==> src/rtl/link_egress_pkg.sv <==
// Shared types and constants for the egress link model: packet layout, FSM states,
// default rate/counter widths and the serialization-length helper.
package link_egress_pkg;

   localparam int unsigned PKT_SIZE_W          = 16;
   localparam int unsigned BYTES_PER_CYCLE_DEF = 1;
   localparam int unsigned STAT_CTR_W          = 32;

   typedef struct packed {
      logic                  valid;
      logic [PKT_SIZE_W-1:0] size;
   } Packet;

   typedef enum logic {
      IDLE,
      TX
   } EgressState;

   // ceil(size / 2**shift), never less than one cycle
   function automatic logic [PKT_SIZE_W-1:0] ser_cycles(input logic [PKT_SIZE_W-1:0] size,
                                                        input int unsigned shift);
      logic [PKT_SIZE_W-1:0] mask;
      logic [PKT_SIZE_W-1:0] cycles;
      mask   = PKT_SIZE_W'((32'd1 << shift) - 32'd1);
      cycles = (size >> shift) + PKT_SIZE_W'(|(size & mask));
      return (cycles == '0) ? PKT_SIZE_W'(1) : cycles;
   endfunction

endpackage

==> src/rtl/link_egress_sat_counter.sv <==
// Saturating up-counter: adds i__amount when i__en is high and sticks at all-ones.
module link_egress_sat_counter #(
   parameter int unsigned W     = 32,
   parameter int unsigned AMT_W = 1
) (
   input  logic             clk,
   input  logic             reset,
   input  logic             i__en,
   input  logic [AMT_W-1:0] i__amount,
   output logic [W-1:0]     o__count
);

   // Wide enough that neither operand is truncated before the overflow test
   localparam int unsigned SUM_W = ((W > AMT_W) ? W : AMT_W) + 1;

   logic [W-1:0]     r_count;
   logic [SUM_W-1:0] w_sum;
   logic             w_ovf;

   assign w_sum = SUM_W'(r_count) + SUM_W'(i__amount);
   assign w_ovf = w_sum > SUM_W'({W{1'b1}});

   always_ff @(posedge clk) begin
      if (reset) begin
         r_count <= '0;
      end else if (i__en) begin
         r_count <= w_ovf ? '1 : w_sum[W-1:0];
      end
   end

   assign o__count = r_count;

endmodule

==> src/rtl/link_egress.sv <==
// Rate-limited egress link: serializes accepted packets, discards dropped ones, keeps stats.
// Optional link pause input is enabled by defining LINK_EGRESS_PAUSE_EN.
module link_egress
   import link_egress_pkg::*;
#(
   parameter int unsigned BYTES_PER_CYCLE = BYTES_PER_CYCLE_DEF,
   parameter int unsigned SIZE_W          = PKT_SIZE_W,
   parameter int unsigned CTR_W           = STAT_CTR_W
) (
   input  logic             clk,
   input  logic             reset,
   input  Packet            i__packet,
   input  logic             i__drop_packet,
`ifdef LINK_EGRESS_PAUSE_EN
   input  logic             i__pause,
`endif
   output logic             o__link_ready,
   output logic             o__tx_start,
   output logic             o__tx_done,
   output Packet            o__tx_packet,
   output logic [CTR_W-1:0] o__delivered_count,
   output logic [CTR_W-1:0] o__dropped_count,
   output logic [CTR_W-1:0] o__byte_count,
   output logic             o__proto_err
);

   localparam int unsigned SHIFT = $clog2(BYTES_PER_CYCLE);

   EgressState        r_state, w_state_next;
   logic [SIZE_W-1:0] r_remaining, w_remaining_next;
   Packet             r_tx_packet, w_tx_packet_next;
   logic              r_proto_err;
   logic              w_paused, w_last, w_done;
   logic              w_accept, w_accept_tx, w_accept_drop;

`ifdef LINK_EGRESS_PAUSE_EN
   assign w_paused = i__pause;
`else
   assign w_paused = 1'b0;
`endif

   assign w_last        = (r_remaining == SIZE_W'(1));
   // Ready in the last TX cycle so back-to-back packets leave no idle gap
   assign o__link_ready = !w_paused && ((r_state == IDLE) || w_last);
   assign w_done        = (r_state == TX) && w_last && !w_paused;
   assign w_accept      = i__packet.valid && o__link_ready;
   assign w_accept_tx   = w_accept && !i__drop_packet;
   assign w_accept_drop = w_accept && i__drop_packet;

   always_ff @(posedge clk) begin
      if (reset) begin
         r_state     <= IDLE;
         r_remaining <= '0;
         r_tx_packet <= '0;
         r_proto_err <= 1'b0;
      end else begin
         r_state     <= w_state_next;
         r_remaining <= w_remaining_next;
         r_tx_packet <= w_tx_packet_next;
         r_proto_err <= r_proto_err | (i__packet.valid & ~o__link_ready);
      end
   end

   always_comb begin
      w_state_next     = r_state;
      w_remaining_next = r_remaining;
      w_tx_packet_next = r_tx_packet;
      if (w_accept_tx) begin
         w_state_next     = TX;
         w_remaining_next = SIZE_W'(ser_cycles(i__packet.size, SHIFT));
         w_tx_packet_next = i__packet;
      end else if ((r_state == TX) && !w_paused) begin
         if (w_last) begin
            w_state_next     = IDLE;
            w_remaining_next = '0;
            w_tx_packet_next = '0;
         end else begin
            w_remaining_next = r_remaining - SIZE_W'(1);
         end
      end
   end

   assign o__tx_start  = w_accept_tx;
   assign o__tx_done   = w_done;
   assign o__tx_packet = r_tx_packet;
   assign o__proto_err = r_proto_err;

   link_egress_sat_counter #(
      .W     (CTR_W),
      .AMT_W (1)
   ) u_delivered (
      .clk       (clk),
      .reset     (reset),
      .i__en     (w_done),
      .i__amount (1'b1),
      .o__count  (o__delivered_count)
   );

   link_egress_sat_counter #(
      .W     (CTR_W),
      .AMT_W (1)
   ) u_dropped (
      .clk       (clk),
      .reset     (reset),
      .i__en     (w_accept_drop),
      .i__amount (1'b1),
      .o__count  (o__dropped_count)
   );

   link_egress_sat_counter #(
      .W     (CTR_W),
      .AMT_W (SIZE_W)
   ) u_bytes (
      .clk       (clk),
      .reset     (reset),
      .i__en     (w_done),
      .i__amount (SIZE_W'(r_tx_packet.size)),
      .o__count  (o__byte_count)
   );

endmodule
==> config.mk <==
export PLATFORM = sky130hd
export DESIGN_NAME = link_egress
export DESIGN_NICKNAME = d
export VERILOG_FILES = /design/src/rtl/link_egress_pkg.sv /design/src/rtl/link_egress_sat_counter.sv /design/src/rtl/link_egress.sv
export SDC_FILE = /design/constraint.sdc
export NUM_CORES = 1
export LEC_CHECK = 0
export ABC_AREA = 1
export CAP_MARGIN = 30
export CORE_MARGIN = 5
export CORE_UTILIZATION = 45
export CTS_CLUSTER_SIZE = 30
export DETAILED_ROUTE_END_ITERATION = 16
export PLACE_DENSITY = 0.73
export RECOVER_POWER = 50
export SYNTH_ARGS = -nofsm -noshare
export SYNTH_HDL_FRONTEND = slang
export SYNTH_SLANG_ARGS = --single-unit
==> constraint.sdc <==
create_clock -name clk -period 3 [get_ports clk]
set_input_delay 0.6 -clock clk [delete_from_list [all_inputs] [get_ports clk]]
set_output_delay 0.6 -clock clk [all_outputs]
set_load 0.005 [all_outputs]
==> results.sh, run 1 <==
export IMPL_critPathLaunch="r_remaining[1]"
export IMPL_clock_sinks=131
export IMPL_cts_htree_levels=4
export IMPL_clockBufferDepth=2
export IMPL_clk_pin_slew_ns=0.06
export IMPL_yosys_warnings=0
export IMPL_r2r_end="u_delivered.o__count[4]"
export IMPL_antenna_violating_nets_post_route=0
export IMPL_fin_crit_sh_pct=93.5
export IMPL_rr_worst_depth=16
export IMPL_antenna_found_initial=0
export IMPL_finalNetCount=1733
export IMPL_power_density_mw_per_mm2=403
export IMPL_synth_edf_count=0
export IMPL_place_hpwl_um=21000
export IMPL_path_max_fanout=5
export IMPL_synthTopCellsByArea="dfxtp_1 28%, nand2_1 16%, inv_1 9.7%, a21oi_1 8.0%, nor2_1 7.4%"
export IMPL_clockRootBuffer="clkbuf_16"
export IMPL_worstHoldPathType="flip-flop to flip-flop"
export IMPL_synth_distinct_cells=40
export IMPL_clkLatencyLatePin_ns=0.43
export IMPL_grt_total_usage_pct=23.6
export IMPL_yosysTopAreaCellShare_pct=28.0
export IMPL_dr_pass1_iters=6
export IMPL_maxSlewHeadroom_pct=24.4
export IMPL_post_drt_wl_per_cell_um=14.6
export IMPL_vdd_drop_max_mv=0.365
export IMPL_outcome="finished clean"
export IMPL_cp_start_kind="flip-flop"
export IMPL_drc=0
export IMPL_grt_overflow=0
export IMPL_core_mm2=0.0204
export IMPL_setup_tns_ns=0
export IMPL_cts_made_buffers=17
export IMPL_postPlaceCellArea_mm2=0.0110
export IMPL_die_w_um=154
export IMPL_synth_most_common_cell="nand2_1"
export IMPL_synth_area_mm2=0.00936
export IMPL_r2r_start="u_delivered.o__count[1]"
export IMPL_clock_skew_ns=0.0106
export IMPL_synth_nets=1601
export IMPL_p_leak_nw=5.55
export IMPL_portBuffers=136
export IMPL_nFillCells=2019
export IMPL_drv_slew=0
export IMPL_rsz0062_at_grt="no"
export IMPL_crit_type="flip-flop to output pin"
export IMPL_synth_common_cells="403 x nand2_1, 241 x inv_1, 185 x nor2_1, 149 x a21oi_1, 131 x dfxtp_1"
export IMPL_dieArea_mm2=0.0238
export IMPL_antenna_cells=0
export IMPL_grt_pass1_wl_um=47100
export IMPL_ys_flop_type="dfxtp_1"
export IMPL_drive_gt1_share_pct=6.87
export IMPL_num_vias=10200
export IMPL_syn2layout_area_growth_pct=24.8
export IMPL_die_h_um=154
export IMPL_grt_max_degree=89
export IMPL_min_period_ns=2.80
export IMPL_worstSetupEndpointType="output pin"
export IMPL_tritoncts="yes"
export IMPL_ios=137
export IMPL_setup_viol=0
export IMPL_yosys_register_bits=131
export IMPL_worst_pin_slew_ns=1.13
export IMPL_fmax_mhz=357
export IMPL_gp_congestion=0.943
export IMPL_synthCells=1558
export IMPL_crit_end="o__tx_done"
export IMPL_synth_seq_area_share_pct=28.0
export IMPL_rows=52
export IMPL_synth_top_area_cell="dfxtp_1"
export IMPL_start_util_pct=46.0
export IMPL_synth_async_sr_flop_share_pct=0
export IMPL_dpl_cell_count=1933
export IMPL_viasPerCell=5.17
export IMPL_p_total_mw=4.71
export IMPL_fin_area_mm2=0.0117
export IMPL_cp_arrival_ns=2.20
export IMPL_min_delay_start="o__proto_err"
export IMPL_maxCapViolCount=0
export IMPL_final_core_util_pct=57.4
export IMPL_final_cells=1973
export IMPL_syn_avg_cell_area_um2=6.01
export IMPL_drt_wl_total_um=28700
export IMPL_drt_initial_drc_count=667
export IMPL_reg2reg_slack_ns=0.24
export IMPL_cp_required_ns=2.40
export IMPL_first_global_vias=9574
export IMPL_hold_violations=0
## power by group
group          internal [mW]  switching, mW  total, mW
logic                  0.278          0.377      0.656
clock network           1.27          0.877       2.14
registers               1.82         0.0897       1.90
## logic make-up (layout without fill, tap and decap cells)
logic type | count (synthesis) | in the layout | share of synthesized area [%]
XOR/XNOR | 51 | 51 | 4.77
AND/OR/NAND/NOR | 813 | 813 | 38.1
adder cells (fa/ha/maj) | 23 | 23 | 3.15
buffers and inverters | 295 | 440 | 12.5
AO/OA/AOI/OAI | 245 | 245 | 13.5
flip-flops | 131 | 131 | 28.0
## worst max-delay path, cell delays in order, from the launching register on
cell	delay (ns)
dfxtp_1	0.32
inv_1	0.08
ha_1	0.22
nand3_1	0.09
nor3_1	0.17
nand4_1	0.20
inv_2	0.17
clkdlybuf4s50_1	0.53
## per-stage QoR
step | hold slack [ns] | setup slack (ns)
final | 0.447 | 0.196
after CTS | 0.453 | 0.0391
after global placement | 0.439 | 0.254
after global routing | 0.478 | 0.0123
after floorplan | 0.447 | 0.585
after detailed placement | 0.443 | 0.126
## layout by cell type, fill, tap and decap left out, types with 4 or more instances in the layout
| cell type | instances |
|---|---|
| a21oi_1 | 149 |
| a31oi_1 | 6 |
| buf_4 | 23 |
| clkbuf_16 | 17 |
| clkdlybuf4s50_1 | 21 |
| clkinvlp_4 | 5 |
| dfxtp_1 | 131 |
| dlygate4sd3_1 | 113 |
| ha_1 | 22 |
| inv_1 | 239 |
| inv_6 | 8 |
| nand2_1 | 402 |
| nand2_2 | 7 |
| nand3_1 | 112 |
| nand3_2 | 24 |
| nand4_1 | 23 |
| nor2_1 | 186 |
| nor2_2 | 10 |
| nor2_4 | 5 |
| nor3_1 | 24 |
| nor4_1 | 7 |
| o21a_1 | 8 |
| o21ai_0 | 71 |
| o21ai_1 | 4 |
| xnor2_1 | 15 |
| xor2_1 | 36 |
## cell type report
type | count | area, µm² | area share, %
Clock inverter | 14 | 161 | 1.38
Multi-Input combinational cell | 1132 | 5590 | 47.9
Tap cell | 270 | 338 | 2.89
Sequential cell | 131 | 2620 | 22.4
Clock buffer | 18 | 439 | 3.76
Timing Repair Buffer | 164 | 1610 | 13.8
Inverter | 243 | 916 | 7.84
Timing Repair inverter | 1 | 7.51 | 0.0642
## timing repair
item,4_1_cts,5_1_grt
hold buffers,0,0
pin swaps,0,2
cloned,0,1
buffers inserted,0,6
hold endpoints to repair,0,0
endpoints found under the setup margin,1,28
gates resized for setup,2,10
## flip-flops by register name, indices dropped and copies added, names as in the netlist
| signal | flops |
|---|---|
| o__proto_err | 1 |
| o__tx_packet | 17 |
| r_remaining | 16 |
| r_state | 1 |
| u_bytes.o__count | 32 |
| u_delivered.o__count | 32 |
| u_dropped.o__count | 32 |
## routing by layer
metal / routed length (µm) / vias to the layer above / global-route usage, %
met5: 0 / - / 0
met4: 566 / 0 / 6.60
met3: 1740 / 41 / 4.11
met2: 13200 / 323 / 38.9
met1: 13200 / 4608 / 31.7
li1: - / 5220 / -
## how the worst min path moves through the flow
stage / cells past startpoint / end
2_1_floorplan: 2 / o__proto_err
6_report: 2 / o__proto_err
3_3_place_gp: 2 / o__proto_err
5_1_grt: 2 / o__proto_err
3_5_place_dp: 2 / o__proto_err
4_1_cts: 2 / o__proto_err
(Power assumes the default switching activity.)
==> run 2: changes to the inputs <==
REMOVE_ABC_BUFFERS = 1   (was default)
==> results.sh, run 2 (synthesized netlist as in run 1, its figures left out) <==
export IMPL_drt_initial_drc_count=937
export IMPL_rr_worst_depth=13
export IMPL_drt_wl_total_um=28800
export IMPL_final_common_cell="nand2_1"
export IMPL_first_global_vias=9658
export IMPL_hold_depth=2
export IMPL_p_leak_nw=5.56
export IMPL_ctsHoldBuffers=0
export IMPL_cp_start_kind="flip-flop"
export IMPL_postPlaceCellArea_mm2=0.0110
export IMPL_combinationalPowerShare_pct=13.2
export IMPL_viasPerCell=5.24
export IMPL_cp_arrival_ns=2.26
export IMPL_tritoncts="yes"
export IMPL_clk_pin_slew_ns=0.06
export IMPL_cts_made_buffers=17
export IMPL_ios=137
export IMPL_drv_slew=0
export IMPL_min_period_ns=2.86
export IMPL_critPathTopFamily="buffers and inverters"
export IMPL_antenna_violating_nets_post_route=0
export IMPL_setup_viol=0
export IMPL_clockRootBuffer="clkbuf_16"
export IMPL_place_hpwl_um=20800
export IMPL_cp_required_ns=2.40
export IMPL_clock_skew_ns=0.0124
export IMPL_crit_type="flip-flop to output pin"
export IMPL_maxSlewHeadroom_pct=18.9
export IMPL_clkLatencyLatePin_ns=0.43
export IMPL_cp_common_cell="inv_1"
export IMPL_multiInputGateArea_mm2=0.00558
export IMPL_worst_pin_slew_ns=1.21
export IMPL_setup_tns_ns=0
export IMPL_min_delay_start="o__proto_err"
export IMPL_die_h_um=154
export IMPL_nFillCells=2021
export IMPL_fin_crit_sh_pct=95.3
export IMPL_worstHoldPathType="flip-flop to flip-flop"
export IMPL_p_sw_mw=1.30
export IMPL_finalNetCount=1728
export IMPL_grt_overflow=0
export IMPL_fin_area_mm2=0.0117
export IMPL_grt_total_usage_pct=24.0
export IMPL_pwr_share_clk_pct=47.6
export IMPL_clock_sinks=131
export IMPL_path_max_fanout=3
export IMPL_die_w_um=154
export IMPL_ff_latch_area_mm2=0.00262
export IMPL_drive_gt1_share_pct=6.42
export IMPL_gp_congestion=0.938
export IMPL_start_util_pct=46.0
export IMPL_clockBufferDepth=2
export IMPL_cts_htree_levels=4
export IMPL_portBuffers=136
export IMPL_final_cells=1968
export IMPL_post_drt_wl_per_cell_um=14.7
export IMPL_reg2reg_slack_ns=0.28
export IMPL_num_vias=10300
export IMPL_r2r_start="o__tx_packet[0]"
export IMPL_syn2layout_area_growth_pct=24.9
export IMPL_dpl_cell_count=1930
export IMPL_worstSetupEndpointType="output pin"
export IMPL_path_buf_inv=4
export IMPL_fmax_mhz=350
export IMPL_crit_path_top_delay_cell="clkdlybuf4s50_1"
export IMPL_vdd_drop_max_mv=0.306
export IMPL_critical_path_max_stage_delay_ns=0.53
export IMPL_crit_chain="inv_1 -> ha_1 -> nand3_1 -> nor3_1 -> nand4_1 -> buf_4 -> inv_1 -> clkdlybuf4s50_1"
export IMPL_power_frac_seq_pct=39.1
export IMPL_r2r_end="u_bytes.o__count[27]"
export IMPL_antenna_cells=0
export IMPL_dieArea_mm2=0.0238
export IMPL_final_cell_mix="402 x nand2_1, 240 x inv_1, 187 x nor2_1"
export IMPL_maxCapViolCount=0
export IMPL_antenna_found_initial=0
export IMPL_worstHoldEndpoint="o__proto_err"
export IMPL_grt_pass1_wl_um=47900
export IMPL_core_mm2=0.0204
export IMPL_intPower_mw=3.57
export IMPL_swShare_pct=26.7
export IMPL_rows=52
export IMPL_dr_pass1_iters=6
export IMPL_outcome="finished clean"
export IMPL_power_density_mw_per_mm2=417
export IMPL_hold_violations=0
export IMPL_grt_max_degree=89
export IMPL_p_total_mw=4.88
export IMPL_drc=0
==> run 2: cell types whose count changed in the layout (fill, tap and decap cells not counted), moves of 2 or more <==
| cell | before | now |
|---|---|---|
| buf_4 | 23 | 17 |
| bufinv_16 | 2 | 4 |
| clkbuf_8 | 1 | 4 |
| buf_12 | 2 | 4 |
| clkinv_4 | 1 | 4 |
| inv_6 | 8 | 0 |
==> run 2: power by group through the flow <==
stage	combinational (mW)	clock [mW]	sequential, mW
floorplan	0.400	0	1.92
global placement	0.643	0	1.94
detailed placement	0.652	0	1.94
CTS	0.661	2.35	1.91
global route	0.733	2.43	1.92
finish	0.645	2.32	1.91
==> run 2: area by class of cell <==
cell class	instances	area share, %
multi-input combinational	1132	47.7
sequential	131	22.4
timing repair buffer	158	13.4
inverter	243	7.83
clock buffer	21	4.11
tap	270	2.89
clock inverter	11	1.50
timing repair inverter	2	0.128
==> run 2: stage by stage <==
step	hold WS, ns	worst slack, ns	utilization, %
floorplan	0.441	-0.966	-
global placement	0.439	0.311	54.0
detailed placement	0.440	0.181	54.0
CTS	0.449	0.0676	57.3
global route	0.471	-0.0369	57.4
finish	0.444	0.141	57.4
==> run 2: layer usage <==
layer | vias to the layer above | track usage (%) | wire [µm]
li1 | 5205 | - | -
met1 | 4681 | 32.5 | 13200
met2 | 379 | 38.5 | 13100
met3 | 40 | 5.31 | 2070
met4 | 0 | 6.43 | 489
met5 | - | 0 | 0
==> run 2: repair_timing <==
action,CTS,global route
setup endpoints to repair,1,24
resized for setup,1,7
cloned,0,2
setup buffers,1,3
pin swaps,0,1
==> run 2: worst max path at each step <==
stage,from,to,slack [ns],cells after the start
6_report,r_remaining[1],o__tx_done,0.14,8
4_1_cts,r_remaining[1],o__tx_done,0.07,7
3_5_place_dp,o__tx_packet[0],u_bytes.o__count[21],0.18,12
2_1_floorplan,r_remaining[1],u_bytes.o__count[21],-0.97,9
5_1_grt,r_remaining[1],o__tx_done,-0.04,8
3_3_place_gp,o__tx_packet[0],u_bytes.o__count[21],0.31,12
==> run 2: worst min-delay path, cell delays in order, from the launching register on <==
cell and delay, ns:
dfxtp_1 0.30, inv_1 0.04, a21oi_1 0.05
